**src/rtl/conv_io_ctrl_if.sv**
```systemverilog
// Lane-result handshake and clamped pixel output bundle for conv_io_ctrl.
// The host side drives lane accumulators; the controller returns ready and pixels.
interface conv_io_ctrl_if #(
  parameter int ACC_W = 16
);
  logic             acc_valid;
  logic             acc_ready;
  logic [ACC_W-1:0] acc0;
  logic [ACC_W-1:0] acc1;
  logic [ACC_W-1:0] acc2;
  logic [ACC_W-1:0] acc3;
  logic [7:0]       out_pixel0;
  logic [7:0]       out_pixel1;
  logic [7:0]       out_pixel2;
  logic [7:0]       out_pixel3;
  logic             out_valid;

  modport master (
    output acc_valid, acc0, acc1, acc2, acc3,
    input  acc_ready, out_pixel0, out_pixel1, out_pixel2, out_pixel3, out_valid
  );

  modport slave (
    input  acc_valid, acc0, acc1, acc2, acc3,
    output acc_ready, out_pixel0, out_pixel1, out_pixel2, out_pixel3, out_valid
  );
endinterface

```
**src/rtl/conv_io_ctrl.sv**
```systemverilog
// Host-side controller for the 4-lane 5x5 convolution engine: captures the
// 25-entry coefficient stream, clamps lane results and emits one pulse per position.
module conv_io_ctrl #(
  parameter int ACC_W  = 16,
  parameter int N_COEF = 25,
  parameter int N_OUT  = 16384
) (
  input  logic        clk,
  input  logic        rst_n,
  input  logic        start,
  input  logic        fc_valid,
  input  logic [7:0]  fc,
  input  logic [4:0]  coef_rd_idx,
  output logic [7:0]  coef_rd_data,
  output logic        coef_loaded,
  output logic        done,
  conv_io_ctrl_if.slave acc_if
);
  typedef enum logic [1:0] {IDLE, LOAD, RUN, DONE} state_t;

  localparam logic [14:0] N_OUT_C  = 15'(N_OUT);
  localparam logic [14:0] LAST_OUT = 15'(N_OUT - 1);
  localparam logic [4:0]  LAST_IDX = 5'(N_COEF - 1);

  state_t      state, state_n;
  logic [7:0]  coef [N_COEF];
  logic [4:0]  cidx;
  logic [31:0] fifo [2];
  logic        wr_ptr, rd_ptr;
  logic [1:0]  fcnt;
  logic [14:0] acc_cnt, emit_cnt;
  logic        pend;
  logic        abort, enter_load, ld_wr, push, pop;

  // Sign bit forces 0; any set bit above bit 7 saturates to 255.
  function automatic logic [7:0] clamp(input logic [ACC_W-1:0] a);
    if (a[ACC_W-1])
      return '0;
    else if (|a[ACC_W-2:8])
      return '1;
    else
      return a[7:0];
  endfunction

  assign acc_if.acc_ready = (state == RUN) && (fcnt < 2'd2) && (acc_cnt < N_OUT_C);
  assign push         = acc_if.acc_valid && acc_if.acc_ready;
  // pend marks a popped entry whose pulse is raised on the next edge, so pops
  // can line up with the falling edge of the previous pulse.
  assign pop          = (state == RUN) && !pend && (fcnt != 2'd0);
  assign done         = (state == DONE);
  assign coef_rd_data = (coef_rd_idx <= LAST_IDX) ? coef[coef_rd_idx] : '0;

  always_ff @(posedge clk or negedge rst_n) begin
    if (!rst_n) state <= IDLE;
    else        state <= state_n;
  end

  always_comb begin
    state_n    = state;
    abort      = 1'b0;
    enter_load = 1'b0;
    ld_wr      = 1'b0;
    unique case (state)
      IDLE: if (start) begin
        state_n    = LOAD;
        enter_load = 1'b1;
      end
      LOAD: if (!start) begin
        state_n = IDLE;
        abort   = 1'b1;
      end else if (fc_valid) begin
        ld_wr = 1'b1;
        if (cidx == LAST_IDX) state_n = RUN;
      end
      RUN: if (!start) begin
        state_n = IDLE;
        abort   = 1'b1;
      end else if (pend && (emit_cnt == LAST_OUT)) begin
        state_n = DONE;
      end
      DONE: if (!start) state_n = IDLE;
      default: state_n = IDLE;
    endcase
  end

  always_ff @(posedge clk or negedge rst_n) begin
    if (!rst_n) begin
      for (int unsigned i = 0; i < N_COEF; i++) coef[i] <= '0;
      fifo[0]           <= '0;
      fifo[1]           <= '0;
      cidx              <= '0;
      coef_loaded       <= 1'b0;
      wr_ptr            <= 1'b0;
      rd_ptr            <= 1'b0;
      fcnt              <= '0;
      acc_cnt           <= '0;
      emit_cnt          <= '0;
      pend              <= 1'b0;
      acc_if.out_valid  <= 1'b0;
      acc_if.out_pixel0 <= '0;
      acc_if.out_pixel1 <= '0;
      acc_if.out_pixel2 <= '0;
      acc_if.out_pixel3 <= '0;
    end else if (abort) begin
      cidx             <= '0;
      coef_loaded      <= 1'b0;
      wr_ptr           <= 1'b0;
      rd_ptr           <= 1'b0;
      fcnt             <= '0;
      acc_cnt          <= '0;
      emit_cnt         <= '0;
      pend             <= 1'b0;
      acc_if.out_valid <= 1'b0;
    end else begin
      if (enter_load) begin
        cidx        <= '0;
        coef_loaded <= 1'b0;
        acc_cnt     <= '0;
        emit_cnt    <= '0;
      end
      if (ld_wr) begin
        coef[cidx] <= fc;
        cidx       <= cidx + 5'd1;
        if (cidx == LAST_IDX) coef_loaded <= 1'b1;
      end
      if (push) begin
        fifo[wr_ptr] <= {clamp(acc_if.acc3), clamp(acc_if.acc2),
                         clamp(acc_if.acc1), clamp(acc_if.acc0)};
        wr_ptr       <= ~wr_ptr;
        acc_cnt      <= acc_cnt + 15'd1;
      end
      if (pop) begin
        {acc_if.out_pixel3, acc_if.out_pixel2,
         acc_if.out_pixel1, acc_if.out_pixel0} <= fifo[rd_ptr];
        rd_ptr <= ~rd_ptr;
      end
      unique case ({push, pop})
        2'b10:   fcnt <= fcnt + 2'd1;
        2'b01:   fcnt <= fcnt - 2'd1;
        default: fcnt <= fcnt;
      endcase
      pend             <= pop;
      acc_if.out_valid <= pend;
      if (pend) emit_cnt <= emit_cnt + 15'd1;
    end
  end
endmodule
```
**src/flat_wrapper.sv**
```systemverilog
// flat-port wrapper written by rule: the top's interface ports become plain ports
module conv_io_ctrl_flat 
#(
  parameter int ACC_W  = 16,
  parameter int N_COEF = 25,
  parameter int N_OUT  = 16384
)
  (clk, rst_n, start, fc_valid, fc, coef_rd_idx, coef_rd_data, coef_loaded, done, acc_if_acc_valid, acc_if_acc0, acc_if_acc1, acc_if_acc2, acc_if_acc3, acc_if_acc_ready, acc_if_out_pixel0, acc_if_out_pixel1, acc_if_out_pixel2, acc_if_out_pixel3, acc_if_out_valid);
  conv_io_ctrl_if #(.ACC_W(ACC_W)) acc_if_i ();
  input  logic clk;
  input  logic rst_n;
  input  logic start;
  input  logic fc_valid;
  input  logic [7:0] fc;
  input  logic [4:0] coef_rd_idx;
  output logic [7:0] coef_rd_data;
  output logic coef_loaded;
  output logic done;
  input wire logic [$bits(acc_if_i.acc_valid)-1:0] acc_if_acc_valid;
  input wire logic [$bits(acc_if_i.acc0)-1:0] acc_if_acc0;
  input wire logic [$bits(acc_if_i.acc1)-1:0] acc_if_acc1;
  input wire logic [$bits(acc_if_i.acc2)-1:0] acc_if_acc2;
  input wire logic [$bits(acc_if_i.acc3)-1:0] acc_if_acc3;
  output wire logic [$bits(acc_if_i.acc_ready)-1:0] acc_if_acc_ready;
  output wire logic [$bits(acc_if_i.out_pixel0)-1:0] acc_if_out_pixel0;
  output wire logic [$bits(acc_if_i.out_pixel1)-1:0] acc_if_out_pixel1;
  output wire logic [$bits(acc_if_i.out_pixel2)-1:0] acc_if_out_pixel2;
  output wire logic [$bits(acc_if_i.out_pixel3)-1:0] acc_if_out_pixel3;
  output wire logic [$bits(acc_if_i.out_valid)-1:0] acc_if_out_valid;
  assign acc_if_i.acc_valid = acc_if_acc_valid;
  assign acc_if_i.acc0 = acc_if_acc0;
  assign acc_if_i.acc1 = acc_if_acc1;
  assign acc_if_i.acc2 = acc_if_acc2;
  assign acc_if_i.acc3 = acc_if_acc3;
  assign acc_if_acc_ready = acc_if_i.acc_ready;
  assign acc_if_out_pixel0 = acc_if_i.out_pixel0;
  assign acc_if_out_pixel1 = acc_if_i.out_pixel1;
  assign acc_if_out_pixel2 = acc_if_i.out_pixel2;
  assign acc_if_out_pixel3 = acc_if_i.out_pixel3;
  assign acc_if_out_valid = acc_if_i.out_valid;
  conv_io_ctrl #(.ACC_W(ACC_W), .N_COEF(N_COEF), .N_OUT(N_OUT)) u_core (.clk(clk), .rst_n(rst_n), .start(start), .fc_valid(fc_valid), .fc(fc), .coef_rd_idx(coef_rd_idx), .coef_rd_data(coef_rd_data), .coef_loaded(coef_loaded), .done(done), .acc_if(acc_if_i));
endmodule
```
**config.mk**
```make
export PLATFORM = sky130hd
export DESIGN_NAME = conv_io_ctrl_flat
export DESIGN_NICKNAME = d
export VERILOG_FILES = /design/src/rtl/conv_io_ctrl_if.sv /design/src/rtl/conv_io_ctrl.sv /design/src/flat_wrapper.sv
export SDC_FILE = /design/constraint.sdc
export NUM_CORES = 1
export LEC_CHECK = 0
export CORE_MARGIN = 3
export CORE_UTILIZATION = 40
export CTS_CLUSTER_DIAMETER = 50
export CTS_CLUSTER_SIZE = 40
export DETAILED_ROUTE_END_ITERATION = 10
export HOLD_SLACK_MARGIN = 0.1
export SKIP_LAST_GASP = 1
export SYNTH_ARGS = -nofsm -noshare
export SYNTH_HDL_FRONTEND = slang
export SYNTH_SLANG_ARGS = --single-unit
```
**constraint.sdc**
```tcl
create_clock -name clk -period 2.5 [get_ports clk]
set_clock_uncertainty 0.1 [all_clocks]
set_input_delay 0.5 -clock clk [delete_from_list [all_inputs] [get_ports clk]]
set_output_delay 0.5 -clock clk [all_outputs]
set_load 0.02 [all_outputs]
```
Yosys cells after proc, flatten, opt, wreduce, memory -nomap -nowiden
Cells that the tools add are included.
W data, S select, Z words.
{ "word_totals": {"in_bits": 82, "elab_cells": 164, "regBits": 340, "output_inout_bits": 44} }
{ "op_classes": {"muxes": 64, "n_bitwise": 7, "reduce_logical": 26, "n_eq_ne": 12, "n_addsub": 5, "magnitude_cmp": 9} }
{ "op_table": {"columns": ["operator", "n"], "rows": [
  ["$bwmux W200", 1],
  ["$mux W8", 20],
  ["$mux W32", 4],
  ["$mux W15", 5],
  ["$bwmux W64", 1],
  ["$bmux W8 S5", 1],
  ["$demux W8 S5", 1],
  ["$demux W32 S1", 1],
  ["$add A15 B1 Y15 const B", 2],
  ["$reduce_or A7 Y1", 4],
  ["$mux W1", 17],
  ["$mux W2", 8],
  ["$eq A15 B14 Y1 const B", 1],
  ["$lt A15 B15 Y1 const B", 1],
  ["$mux W5", 3],
  ["$ge A6 B6 Y1 const B", 2],
  ["$not A5 Y6", 2],
  ["$reduce_bool A3 Y1", 4],
  ["$logic_and A1 B1 Y1", 8],
  ["$pmux W2 S4", 1],
  ["$eq A2 B2 Y1 const B", 3],
  ["$lt A6 B1 Y1 const B", 1],
  ["$ne A3 B3 Y1 const B", 2],
  ["$reduce_and A2 Y1", 3],
  ["other kinds (19)", 27]
]} }

Logic depth before layout (Yosys ltp)
{ "logic_depth": {"word_depth": 7, "mapped_depth": 8} }

Worst setup path before layout
OpenSTA, ideal clock, no wires.
{ "synth_timing": {"kind": "input port to output port", "startpoint": "input port coef_rd_idx[0]", "endpoint": "output port coef_rd_data[1]", "cell_stages": 8, "path_slack_ns": -0.127, "path_buffers": 3, "t_arrival_ns": 2.027, "cell_sequence": "buf_6 > buf_6 > buf_6 > nor4b_4 > nand2_1 > o2111ai_1 > a21oi_1 > nor3_1"} }
{ "synth_via": {"elab_chain_cells": 5, "word_cells_on_any_way": 6, "classes_between": "1 x order compare; 4 x mux; 1 x bitwise"} }
{ "synth_rtl": {"columns": ["element", "line", "rtl"], "rows": [
  ["start: declaration", "flat_wrapper.sv:15", "input logic [4:0] coef_rd_idx;"],
  ["$not A5 Y6 (implied by the code)", "conv_io_ctrl.sv:51", "assign coef_rd_data = (coef_rd_idx <= LAST_IDX) ? coef[coef_rd_idx] : '0;"],
  ["$bmux W8 S5", "conv_io_ctrl.sv:51", null],
  ["$mux W8 (implied by the code) (2 in series)", "conv_io_ctrl.sv:51", null],
  ["$mux W8 *", "conv_io_ctrl.sv:51", null],
  ["end: declaration", "flat_wrapper.sv:16", "output logic [7:0] coef_rd_data;"]
]} }
Mark *: on every way between the ends. The rest lies on a longest branch, timed or not. The select of a mux whose other input is x is not followed.

Final worst setup path
{ "layout_timing": {"startpoint": "input port coef_rd_idx[4]", "endpoint": "output port coef_rd_data[1]"} }
The elaborated chain is that of the path after synthesis.

==> metrics.md <==
| Metric | Value |
|---|---|
| Type of the most critical hold path | input port to asynchronous set/reset pin |
| Netlist cell types | 54 |
| Top layer reached by signal wires | met5 |
| Post-Place Cells | 1,925 |
| Routed wire length on met3 | 1.93 mm |
| Width of the die | 205 um |
| Area of the mapped netlist | 0.0158 mm2 |
| Count of flip-flops with a built-in enable after synthesis | 0 |
| RSZ-0062 raised after global routing | true |
| Antenna violations before repair | 2 |
| TritonCTS clock tree | done |
| Required time at the endpoint of the critical path | 1900 ps |
| Critical Path Max Stage Delay | 550 ps |
| Critical Path Start Type | input port |
| Share of the core filled with cells | 51.4% |
| Number of flip-flops and latches in the synthesized netlist | 340 |
| DR WL/cell | 19.4 um |
| Category of cells accounting for the largest share of critical-path delay | buffers and inverters |
| Highest-count cells in the layout ignoring fill and taps | sky130_fd_sc_hd__dfrtp_1 (338), sky130_fd_sc_hd__mux2_2 (191), sky130_fd_sc_hd__clkdlybuf4s50_1 (111) |
| Static leakage | 8.88 nW |
| Total met2 wirelength after detailed routing | 18.0 mm |
| Number of maximum-capacitance constraint violations | 0 |
| H-Tree Level Count | 2 |
| Prevailing post-synth register cell | sky130_fd_sc_hd__dfrtp_1 |
| Area added between synthesis and finish | 26.7% |
| Hold Vio Cnt, Final | 0 |
| Category of the worst setup path capture point | output pin |
| Power per cell area | 794 mW/mm2 |
| Antenna Violating Nets Remaining | 0 |
| DIE HEIGHT | 205 um |
| Peak Freq | 372 MHz |
| Number of sinks on the clock net | 340 |
| Final-stage net count | 1,549 |
| HPWL Detailed | 26.2 mm |
| Remaining DRCs | 0 |
| Synthesized Nets | 1,364 |
| Detailed-route vias per instance | 5.40 |
| Routed wire length | 38.7 mm |
| Worst EP arrival | 2090 ps |
| IR drop worst, VDD | 0.549 mV |
| Result of the run | finished with violations |
| Post-route cell area | 0.0200 mm2 |
| Area of the multi-input gates | 0.00695 mm2 |
| Final-report max-slew violation count | 0 |
| Tightest hold margin | 319 ps |
| Filler cell count | 3,345 |
| Initial standard-cell utilization of the core | 40.6% |
| Non-filler instance count after layout | 2,002 |
| Relative max-transition margin | 45.0% |
| Count of pins on the block boundary | 126 |
| Violations in the final reports | setup timing |
| Final weighted congestion of routability-driven global placement | 0.846 |
| Overall overflow remaining after global route | 0 |
| Worst path bufs/invs | 2 |
| Total die area | 0.0418 mm2 |
| Most common cell after layout, fill and taps aside | sky130_fd_sc_hd__dfrtp_1 |
| Type of the setup path with the least slack | input port to output pin |
| Proportion of synthesized chip area in sequential cells | 54.0% |
| Largest net degree at the start of global routing | 95 |
| CTS Root Buffer Type | sky130_fd_sc_hd__clkbuf_16 |
| Post-synthesis average cell area | 12.4 um2 |
| Share of the clock period used by the worst path after layout | 108% |
| First DRT Iteration DRCs | 589 |
| Start of the worst register-to-register path | u_core.state[1] |
| Placed standard-cell area | 0.0184 mm2 |
| Critical-path maximum fanout | 7 |
| Register area | 0.00851 mm2 |
| Latest clock arrival within the worst-skew pair | 530 ps |
| Clock-pin slew on the worst setup and hold paths | 60 ps |
| Core region area | 0.0388 mm2 |
| Setup slack after placement | -850 ps |
| Worst path setup slack after routing | -190 ps |
| Clock buffers created by TritonCTS | 38 |
| Number of buffers on the longest clock path | 3 |
| Beginning of the critical path | coef_rd_idx[4] |
| Synthesized netlist cell count | 1,270 |
| Sequence of cells on the critical path | clkdlybuf4s50_1 > or3_1 > o22ai_1 > nor3_4 > buf_6 |
| Vias post-DR | 10,800 |
| Via count of the first global-routing pass | 11,100 |
| Count of buffers from port buffering | 125 |
| Min Tclk post-route | 2690 ps |
| Total routed wire length on the met1 layer | 17.8 mm |
| Warnings from Yosys | 0 |
| Worst slew pin tran | 822 ps |
| Total routing usage reported by global routing | 18.6% |
| Share of flip-flops with an asynchronous set or reset | 100% |
| Number of failing setup endpoints in the final timing report | 8 |
| Wire length of the first global-routing pass | 62.0 mm |
| First-pass detailed-route iteration total | 4 |
| Fraction of final layout cells sized beyond drive strength 1 | 32.8% |
| Library cell contributing the largest single delay on the critical path | sky130_fd_sc_hd__or3_1 |
| Number of placement rows | 72 |
metal layers:
| layer | vias to the layer above | global-route usage [%] |
|---|---|---|
| li1 | 5040 | - |
| met1 | 5484 | 25.5 |
| met2 | 223 | 30.1 |
| met3 | 64 | 3.85 |
| met4 | 2 | 5.65 |
| met5 | - | 0 |
per-stage QoR:
stage,power (mW),TNS (ps)
floorplan,8.76,0
global placement,10.0,-11640
detailed placement,10.1,-12520
CTS,16.1,-1420
global route,16.7,-1850
finish,15.9,-1270
flip-flops by register name (all words and copies together) (netlist names), 5 cells and up:
register and cells:
u_core.acc_if.out_pixel3 8, u_core.acc_cnt 15, u_core.acc_if.out_pixel2 8, u_core.fifo 64
u_core.acc_if.out_pixel0 8, u_core.emit_cnt 15, u_core.cidx 5, u_core.acc_if.out_pixel1 8
u_core.coef 200
cells in the mapped netlist, drive strengths merged (9+ instances only):
| library cell | number | share of area [%] |
|---|---|---|
| mux4 | 41 | 5.9 |
| nor2b | 9 | 0.36 |
| o41ai | 32 | 1.8 |
| nand4 | 14 | 0.60 |
| clkbuf | 43 | 1.0 |
| nor3 | 14 | 0.48 |
| o31ai | 37 | 1.8 |
| a31oi | 11 | 0.44 |
| ha | 12 | 0.95 |
| nor2 | 116 | 3.1 |
| a21oi | 45 | 1.4 |
| dfrtp | 340 | 54 |
| inv | 13 | 0.31 |
| o21ai | 82 | 2.6 |
| buf | 45 | 1.7 |
| nand2 | 90 | 2.2 |
| mux2i | 41 | 2.6 |
| mux2 | 208 | 15 |
final timing paths:
check                                              end  slack, ps  depth (start not counted)
setup / recovery                       coef_rd_data[1]       -190                          5
hold / removal                          u_core.coef[8]        320                          2
min in group clk                       u_core.fifo[26]        380                          2
hold reg to reg                        u_core.fifo[26]        380                          2
max in group asynchronous  u_core.acc_if.out_pixel1[1]       1200                          3
setup reg to reg                       u_core.coef[88]        270                          8
kinds of logic after synthesis:
group / after synthesis / share of synthesized area (%)
compound gates: 240 / 9.65
xor+xnor: 5 / 0.278
fa+ha+maj: 12 / 0.953
buf+inv: 101 / 2.99
flops: 340 / 54.0
mux: 290 / 23.7
simple gates: 282 / 8.45
cell type report:
class | instances | share of cell area [%]
sequential | 340 | 42.6
antenna | 1 | 0.0125
timing repair buffer | 233 | 12.5
clock buffer | 49 | 5.34
inverter | 13 | 0.244
multi-input combinational | 829 | 34.8
tap | 518 | 3.24
clock inverter | 19 | 1.25
power by group:
part           total [mW]  internal (mW)  switching, mW
clock network        5.81           3.48           2.33
registers            6.90           6.38          0.514
logic                3.15           1.55           1.60
total                15.9           11.4           4.45
repair_timing:
item	CTS	global route
hold buffers	1	0
pin swaps	12	4
resized for setup	74	10
setup buffers	7	0
setup endpoints to repair	9	12
hold endpoints to repair	93	0
gates cloned	0	0
No activity file was read; power rests on OpenSTA's default activity.
